===== config.mk =====
export PLATFORM = sky130hd
export DESIGN_NAME = bus_cycle_fsm_flat
export DESIGN_NICKNAME = d
export VERILOG_FILES = /design/src/rtl/z80_bus_pkg.sv /design/src/rtl/bus_cycle_fsm_if.sv /design/src/rtl/bus_cycle_fsm_refresh_ctr.sv /design/src/rtl/bus_cycle_fsm.sv /design/src/flat_wrapper.sv
export SDC_FILE = /design/constraint.sdc
export NUM_CORES = 1
export LEC_CHECK = 0
export ABC_AREA = 1
export CORE_UTILIZATION = 43
export CTS_CLUSTER_SIZE = 14
export DETAILED_ROUTE_END_ITERATION = 10
export PLACE_DENSITY = 0.8
export SYNTH_ARGS = -nofsm -noshare
export SYNTH_HDL_FRONTEND = slang
export SYNTH_SLANG_ARGS = --single-unit

===== constraint.sdc =====
create_clock -name clk -period 2.25 [get_ports clk]
set_clock_uncertainty 0.05 [all_clocks]
set_input_delay 0.45 -clock clk [delete_from_list [all_inputs] [get_ports clk]]
set_output_delay 0.45 -clock clk [all_outputs]
set_load 0.01 [all_outputs]

===== src/rtl/z80_bus_pkg.sv =====
// Shared types for the Z80-style bus cycle sequencer: cycle-type encoding,
// T-state enum and small cycle-classification helpers.
package z80_bus_pkg;

  localparam logic [2:0] CYC_OCF_C    = 3'd0;
  localparam logic [2:0] CYC_MEM_RD_C = 3'd1;
  localparam logic [2:0] CYC_MEM_WR_C = 3'd2;
  localparam logic [2:0] CYC_IO_RD_C  = 3'd3;
  localparam logic [2:0] CYC_IO_WR_C  = 3'd4;

  typedef enum logic [2:0] {
    CYC_OCF    = CYC_OCF_C,
    CYC_MEM_RD = CYC_MEM_RD_C,
    CYC_MEM_WR = CYC_MEM_WR_C,
    CYC_IO_RD  = CYC_IO_RD_C,
    CYC_IO_WR  = CYC_IO_WR_C
  } cyc_type_t;

  typedef enum logic [2:0] {
    IDLE = 3'd0,
    T1   = 3'd1,
    T2   = 3'd2,
    TA   = 3'd3,
    TW   = 3'd4,
    T3   = 3'd5,
    T4   = 3'd6
  } tstate_t;

  // Encodings 5..7 are reserved and never start a cycle.
  function automatic logic cyc_legal(input logic [2:0] c);
    return (c <= CYC_IO_WR_C);
  endfunction

  function automatic logic cyc_is_io(input cyc_type_t c);
    return (c == CYC_IO_RD) || (c == CYC_IO_WR);
  endfunction

  function automatic logic cyc_is_data_read(input cyc_type_t c);
    return (c == CYC_MEM_RD) || (c == CYC_IO_RD);
  endfunction

endpackage


===== src/rtl/bus_cycle_fsm_if.sv =====
// External bus bundle of bus_cycle_fsm: address/data buses, strobes and WAIT_L.
interface bus_cycle_fsm_if #(
  parameter int ADDR_W = 16,
  parameter int DATA_W = 8
);

  logic [ADDR_W-1:0] addr_out;
  logic [DATA_W-1:0] data_out;
  logic              data_oe;
  logic [DATA_W-1:0] data_in;
  logic              M1_L;
  logic              MREQ_L;
  logic              IORQ_L;
  logic              RD_L;
  logic              WR_L;
  logic              RFSH_L;
  logic              WAIT_L;

  modport master (
    output addr_out, data_out, data_oe,
    output M1_L, MREQ_L, IORQ_L, RD_L, WR_L, RFSH_L,
    input  data_in, WAIT_L
  );

  modport slave (
    input  addr_out, data_out, data_oe,
    input  M1_L, MREQ_L, IORQ_L, RD_L, WR_L, RFSH_L,
    output data_in, WAIT_L
  );

endinterface


===== src/rtl/bus_cycle_fsm_refresh_ctr.sv =====
// 7-bit memory refresh counter (R register); bit 7 always reads as 0.
module refresh_ctr (
  input  logic       clk,
  input  logic       rst_L,
  input  logic       inc,
  output logic [7:0] r_out
);

  logic [6:0] r_q;
  logic [6:0] r_d;

  always_comb begin
    r_d = r_q;
    if (inc) begin
      r_d = r_q + 7'd1;
    end
  end

  always_ff @(posedge clk or negedge rst_L) begin
    if (!rst_L) begin
      r_q <= '0;
    end else begin
      r_q <= r_d;
    end
  end

  assign r_out = {1'b0, r_q};

endmodule


===== src/rtl/bus_cycle_fsm.sv =====
// Z80-style machine-cycle sequencer (OCF, MEM_RD/WR, IO_RD/WR) with wait states.
// Optional refresh addressing in OCF T3/T4 is enabled by defining Z80_REFRESH_EN.
module bus_cycle_fsm
  import z80_bus_pkg::*;
#(
  parameter int ADDR_W  = 16,
  parameter int DATA_W  = 8,
  parameter int IO_WAIT = 1
) (
  input  logic              clk,
  input  logic              rst_L,
  input  logic              start,
  input  logic [2:0]        cyc_type,
  input  logic [ADDR_W-1:0] addr_in,
  input  logic [DATA_W-1:0] wdata_in,
  input  logic [7:0]        ireg_in,
  bus_cycle_fsm_if.master   bus,
  output logic              busy,
  output logic              done,
  output logic [DATA_W-1:0] rdata_out,
  output logic              rdata_valid
);

  localparam logic [1:0] TA_LAST = 2'(IO_WAIT);

  tstate_t           state_q, state_d;
  cyc_type_t         cyc_q, cyc_d;
  logic [ADDR_W-1:0] addr_q, addr_d;
  logic [DATA_W-1:0] wdata_q, wdata_d;
  logic [1:0]        ta_cnt_q, ta_cnt_d;
  logic [DATA_W-1:0] rdata_q, rdata_d;
  logic              rvalid_q, rvalid_d;

  logic              final_st;
  logic              accept;
  logic              in_win;

  logic              m1_l, mreq_l, iorq_l, rd_l, wr_l, rfsh_l, oe;
  logic [ADDR_W-1:0] addr_o;
  logic [DATA_W-1:0] data_o;

`ifdef Z80_REFRESH_EN
  logic [7:0] r_val;

  refresh_ctr u_refresh_ctr (
    .clk   (clk),
    .rst_L (rst_L),
    .inc   (state_q == T4),
    .r_out (r_val)
  );
`else
  logic unused_ireg;
  assign unused_ireg = ^ireg_in;
`endif

  // The last T-state of a cycle can launch the next one with no idle gap.
  assign final_st = (state_q == T4) || ((state_q == T3) && (cyc_q != CYC_OCF));
  assign accept   = start && cyc_legal(cyc_type) && ((state_q == IDLE) || final_st);
  assign in_win   = state_q inside {T1, T2, TA, TW, T3};

  always_comb begin
    state_d  = state_q;
    cyc_d    = cyc_q;
    addr_d   = addr_q;
    wdata_d  = wdata_q;
    ta_cnt_d = ta_cnt_q;
    rdata_d  = rdata_q;
    rvalid_d = 1'b0;

    case (state_q)
      IDLE: state_d = IDLE;
      T1:   state_d = T2;
      T2: begin
        if (cyc_is_io(cyc_q) && (IO_WAIT > 0)) begin
          state_d  = TA;
          ta_cnt_d = 2'd1;
        end else begin
          state_d = bus.WAIT_L ? T3 : TW;
        end
      end
      TA: begin
        if (ta_cnt_q == TA_LAST) begin
          state_d = bus.WAIT_L ? T3 : TW;
        end else begin
          ta_cnt_d = ta_cnt_q + 2'd1;
        end
      end
      TW:      state_d = bus.WAIT_L ? T3 : TW;
      T3:      state_d = (cyc_q == CYC_OCF) ? T4 : IDLE;
      T4:      state_d = IDLE;
      default: state_d = IDLE;
    endcase

    if (accept) begin
      state_d = T1;
      cyc_d   = cyc_type_t'(cyc_type);
      addr_d  = addr_in;
      wdata_d = wdata_in;
    end

    // Opcode fetch samples one state earlier than data reads.
    if ((cyc_q == CYC_OCF) && (state_q inside {T2, TW}) && (state_d == T3)) begin
      rdata_d  = bus.data_in;
      rvalid_d = 1'b1;
    end
    if (cyc_is_data_read(cyc_q) && (state_q == T3)) begin
      rdata_d  = bus.data_in;
      rvalid_d = 1'b1;
    end
  end

  always_ff @(posedge clk or negedge rst_L) begin
    if (!rst_L) begin
      state_q  <= IDLE;
      cyc_q    <= CYC_OCF;
      addr_q   <= '0;
      wdata_q  <= '0;
      ta_cnt_q <= '0;
      rdata_q  <= '0;
      rvalid_q <= 1'b0;
    end else begin
      state_q  <= state_d;
      cyc_q    <= cyc_d;
      addr_q   <= addr_d;
      wdata_q  <= wdata_d;
      ta_cnt_q <= ta_cnt_d;
      rdata_q  <= rdata_d;
      rvalid_q <= rvalid_d;
    end
  end

  always_comb begin
    m1_l   = 1'b1;
    mreq_l = 1'b1;
    iorq_l = 1'b1;
    rd_l   = 1'b1;
    wr_l   = 1'b1;
    rfsh_l = 1'b1;
    oe     = 1'b0;
    addr_o = '0;
    data_o = '0;

    case (cyc_q)
      CYC_OCF: begin
        if (state_q inside {T1, T2, TW}) begin
          addr_o = addr_q;
          m1_l   = 1'b0;
          mreq_l = 1'b0;
          rd_l   = 1'b0;
        end
`ifdef Z80_REFRESH_EN
        else if (state_q inside {T3, T4}) begin
          rfsh_l       = 1'b0;
          mreq_l       = 1'b0;
          addr_o[15:0] = {ireg_in, r_val};
        end
`endif
      end
      CYC_MEM_RD: begin
        if (in_win) begin
          addr_o = addr_q;
          mreq_l = 1'b0;
          rd_l   = 1'b0;
        end
      end
      CYC_MEM_WR: begin
        if (in_win) begin
          addr_o = addr_q;
          mreq_l = 1'b0;
          oe     = 1'b1;
          data_o = wdata_q;
          wr_l   = (state_q == T1);
        end
      end
      CYC_IO_RD: begin
        if (in_win && (state_q != T1)) begin
          addr_o = addr_q;
          iorq_l = 1'b0;
          rd_l   = 1'b0;
        end
      end
      CYC_IO_WR: begin
        if (in_win) begin
          oe     = 1'b1;
          data_o = wdata_q;
          if (state_q != T1) begin
            addr_o = addr_q;
            iorq_l = 1'b0;
            wr_l   = 1'b0;
          end
        end
      end
      default: ;
    endcase
  end

  assign bus.M1_L     = m1_l;
  assign bus.MREQ_L   = mreq_l;
  assign bus.IORQ_L   = iorq_l;
  assign bus.RD_L     = rd_l;
  assign bus.WR_L     = wr_l;
  assign bus.RFSH_L   = rfsh_l;
  assign bus.addr_out = addr_o;
  assign bus.data_out = data_o;
  assign bus.data_oe  = oe;

  assign busy        = (state_q != IDLE);
  assign done        = final_st;
  assign rdata_out   = rdata_q;
  assign rdata_valid = rvalid_q;

endmodule


===== src/flat_wrapper.sv =====
// flat-port wrapper written by rule: the top's interface ports become plain ports
module bus_cycle_fsm_flat import z80_bus_pkg::*;
#(
  parameter int ADDR_W  = 16,
  parameter int DATA_W  = 8,
  parameter int IO_WAIT = 1
)
  (clk, rst_L, start, cyc_type, addr_in, wdata_in, ireg_in, busy, done, rdata_out, rdata_valid, bus_addr_out, bus_data_out, bus_data_oe, bus_M1_L, bus_MREQ_L, bus_IORQ_L, bus_RD_L, bus_WR_L, bus_RFSH_L, bus_data_in, bus_WAIT_L);
  bus_cycle_fsm_if #(.ADDR_W(ADDR_W), .DATA_W(DATA_W)) bus_i ();
  input  logic clk;
  input  logic rst_L;
  input  logic start;
  input  logic [2:0] cyc_type;
  input  logic [ADDR_W-1:0] addr_in;
  input  logic [DATA_W-1:0] wdata_in;
  input  logic [7:0] ireg_in;
  output logic busy;
  output logic done;
  output logic [DATA_W-1:0] rdata_out;
  output logic rdata_valid;
  output wire logic [$bits(bus_i.addr_out)-1:0] bus_addr_out;
  output wire logic [$bits(bus_i.data_out)-1:0] bus_data_out;
  output wire logic [$bits(bus_i.data_oe)-1:0] bus_data_oe;
  output wire logic [$bits(bus_i.M1_L)-1:0] bus_M1_L;
  output wire logic [$bits(bus_i.MREQ_L)-1:0] bus_MREQ_L;
  output wire logic [$bits(bus_i.IORQ_L)-1:0] bus_IORQ_L;
  output wire logic [$bits(bus_i.RD_L)-1:0] bus_RD_L;
  output wire logic [$bits(bus_i.WR_L)-1:0] bus_WR_L;
  output wire logic [$bits(bus_i.RFSH_L)-1:0] bus_RFSH_L;
  input wire logic [$bits(bus_i.data_in)-1:0] bus_data_in;
  input wire logic [$bits(bus_i.WAIT_L)-1:0] bus_WAIT_L;
  assign bus_addr_out = bus_i.addr_out;
  assign bus_data_out = bus_i.data_out;
  assign bus_data_oe = bus_i.data_oe;
  assign bus_M1_L = bus_i.M1_L;
  assign bus_MREQ_L = bus_i.MREQ_L;
  assign bus_IORQ_L = bus_i.IORQ_L;
  assign bus_RD_L = bus_i.RD_L;
  assign bus_WR_L = bus_i.WR_L;
  assign bus_RFSH_L = bus_i.RFSH_L;
  assign bus_i.data_in = bus_data_in;
  assign bus_i.WAIT_L = bus_WAIT_L;
  bus_cycle_fsm #(.ADDR_W(ADDR_W), .DATA_W(DATA_W), .IO_WAIT(IO_WAIT)) u_core (.clk(clk), .rst_L(rst_L), .start(start), .cyc_type(cyc_type), .addr_in(addr_in), .wdata_in(wdata_in), .ireg_in(ireg_in), .bus(bus_i), .busy(busy), .done(done), .rdata_out(rdata_out), .rdata_valid(rdata_valid));
endmodule

==> results.yml <==
logic_synthesis:
  synth_nets: 282
  yosys_warnings: 0
  synth_ff_type: "dfrtp_1"
  synth_edf_count: 0
  syn_area_um2: 2190
  yosysMostFrequentCell: "nand2_1"
  ys_seq_area_frac: 0.469
  synth-seq-cells: 41
  synth_area_per_cell_um2: 9.36
  synth_top_area_frac: 0.469
  synth_cells: 234
  synth_area_leaders: "dfrtp_1 47%, mux2_4 11%, nand2_1 8.7%"
  ys_async_sr_fraction: 1.00
  ys_types: 28
  synth_common_cells: "51 x nand2_1, 41 x dfrtp_1, 22 x nor2_1"
  synth_top_area_cell: "dfrtp_1"
worst_setup_path:
  reg2reg_to: "u_core.addr_q[1]"
  r2r_cells: 10
  r2r-start: "u_core.state_q[1]"
  worstPathArrival_ns: 1.75
  worstSetupStartpointType: "flop"
  r2r_setup_slack_ns: 0.34
  critPathKind: "flop to output pin"
  crit_fanout: 6
  endpoint_kind: "output pin"
  required_ns: 1.75
clock_network:
  clock_path_buffers: 2
  cts_tree: "yes"
  clock_latency_ns: 0.29
  clk_pin_slew_ns: 0.07
  numCtsBuffers: 5
  cts_hold_buf: 0
  clock_sink_count: 41
  h-tree-depth: 2
  root_buffer: "clkbuf_8"
floorplan:
  die_h_um: 73.4
  core-area_um2: 4820
  start_util: 0.455
  dieArea_um2: 5380
  rows: 25
  pin_count: 89
  die_width_um: 73.4
pwr:
  internal_power_mw: 2.98
  p_comb_frac: 0.625
  power_density_nw_per_um2: 1460
  seqPwrFrac: 0.262
  p_sw_mw: 1.99
  peakVddDrop_uv: 657
  p_leak_nw: 1.76
  clkPwrFrac: 0.114
  netSwitchingFraction: 0.401
cells_and_area:
  drive_above_1_share: 0.362
  final_cell_area_um2: 3410
  seqCellArea_um2: 1030
  instances_no_fill: 418
  nets: 399
  multiInputGateArea_um2: 1070
  area_growth_pct: 55.7
  antenna-diode-count: 0
  num-fill-cells: 389
grt:
  grt_pass1_vias: 1963
  grt_usage: 0.216
  grt_max_degree: 42
  antenna_found_initial: 0
  grt_pass1_wl_um: 8850
  gr-total-overflow: 0
detailed_routing:
  drt_iter0_drc: 89
  dr_total_vias: 2058
  wire_per_inst_um: 13.8
  ant_nets: 0
  wl_um: 5750
  vias_per_cell: 4.92
  dr.pass1.iters: 4
  drc: 0
min_path:
  hold_path_class: "input pin to async pin"
placement:
  postPlaceCellArea_um2: 3240
  dp_hpwl_um: 3960
  port_buffers: 79
  dp_cells: 401
  gp_congestion: 0.912
sta:
  layout_min_cycle_time_ns: 2.25
  maxSlewViolCount: 0
  maxSlewHeadroom: 0.648
  rsz0062_at_grt: "true"
  max_freq_mhz: 445
  worstMarginPinSlew_ns: 0.528
  post-route-period-util: 0.999
  setup_viol: 0
  hold_viol: 0
run_status:
  status: "finished, final reports clean"
run:
  max_cap_viol_count: 0
-- state kept, by name (all words and copies together) (netlist names) --
signal and count:
u_core.rdata_valid 1, u_core.rdata_out 8, u_core.addr_q 16, u_core.state_q 3, u_core.cyc_q 3, u_core.wdata_q 8, u_core.ta_cnt_q 2
-- critical path, stage by stage, from the launching register on --
cell	delay (ns)
dfrtp_2	0.46
nor2_4	0.16
nand2_4	0.09
nand2_4	0.08
inv_2	0.04
nand2_2	0.07
nand2_4	0.09
clkbuf_16	0.17
a31oi_2	0.14
buf_2	0.16
-- worst max-delay path by stage --
stage | from | end | slack (ns)
final | u_core.state_q[0] | bus_addr_out[12] | 0.003
after CTS | u_core.state_q[0] | bus_addr_out[2] | 0.01
after global routing | u_core.state_q[0] | bus_addr_out[12] | -0.06
after floorplan | u_core.state_q[0] | bus_addr_out[10] | 0.36
after detailed placement | u_core.state_q[0] | bus_addr_out[12] | -0.19
after global placement | u_core.state_q[0] | bus_addr_out[2] | -0.15
-- layout make-up --
class,instances,share of cell area
Timing Repair Buffer,119,0.302
Sequential cell,41,0.302
Inverter,24,0.0264
Clock inverter,2,0.0103
Clock buffer,5,0.0202
Multi-Input combinational cell,160,0.315
Tap cell,67,0.0246
-- power by group through the flow --
stage / combinational, mW / sequential, mW / clock (mW)
after floorplan: 1.56 / 1.29 / 0
after global placement: 3.01 / 1.26 / 0
after detailed placement: 3.08 / 1.29 / 0
after CTS: 2.94 / 1.28 / 0.584
after global routing: 3.36 / 1.33 / 0.611
final: 3.11 / 1.30 / 0.565
-- cell families after synthesis --
group,Yosys count,share of synthesized area
other,1,0.00171
adder cells (fa/ha/maj),1,0.00571
multiplexers,16,0.110
AO/OA/AOI/OAI,37,0.103
buffers and inverters,33,0.0766
flip-flops,41,0.469
AND/OR/NAND/NOR,105,0.235
-- layer usage --
layer / global-route usage / vias to the layer above / part of all wire
li1: - / 1000 / -
met5: 0 / - / 0
met3: 0.0494 / 8 / 0.057
met1: 0.262 / 983 / 0.42
met4: 0.0620 / 0 / 0.013
met2: 0.384 / 67 / 0.51
-- placed cells by master, fill, tap and decap left out, drive strengths merged, types with 2 or more instances in the layout --
cell,synthesis,routed
buf,8,56
inv,24,24
mux2,16,16
nand3,17,17
nor2,23,23
clkbuf,1,15
nand4,2,2
a31oi,16,16
o21ai,8,8
clkdlybuf4s50,0,46
dlygate4sd2,0,5
nand2,62,62
dfrtp,41,41
a21oi,10,10
-- stage by stage --
stage               TNS [ns]  hold WS, ns   util  setup slack (ns)  power [mW]
global placement       -2.09        0.423  0.674            -0.146        4.27
detailed placement     -2.67        0.428  0.674            -0.187        4.36
CTS                        0        0.180  0.689            0.0112        4.80
floorplan                  0        0.104      -             0.358        2.85
finish                     0        0.164  0.708           0.00297        4.97
global route          -0.567        0.211  0.708           -0.0600        5.30
-- timing repair --
action / CTS / global route
buffers inserted: 5 / 4
gates cloned: 0 / 1
resized for setup: 89 / 34
hold endpoints to repair: 0 / 0
endpoints found under the setup margin: 31 / 27
pin swaps: 5 / 16
Power figures use the tool's default switching activity.
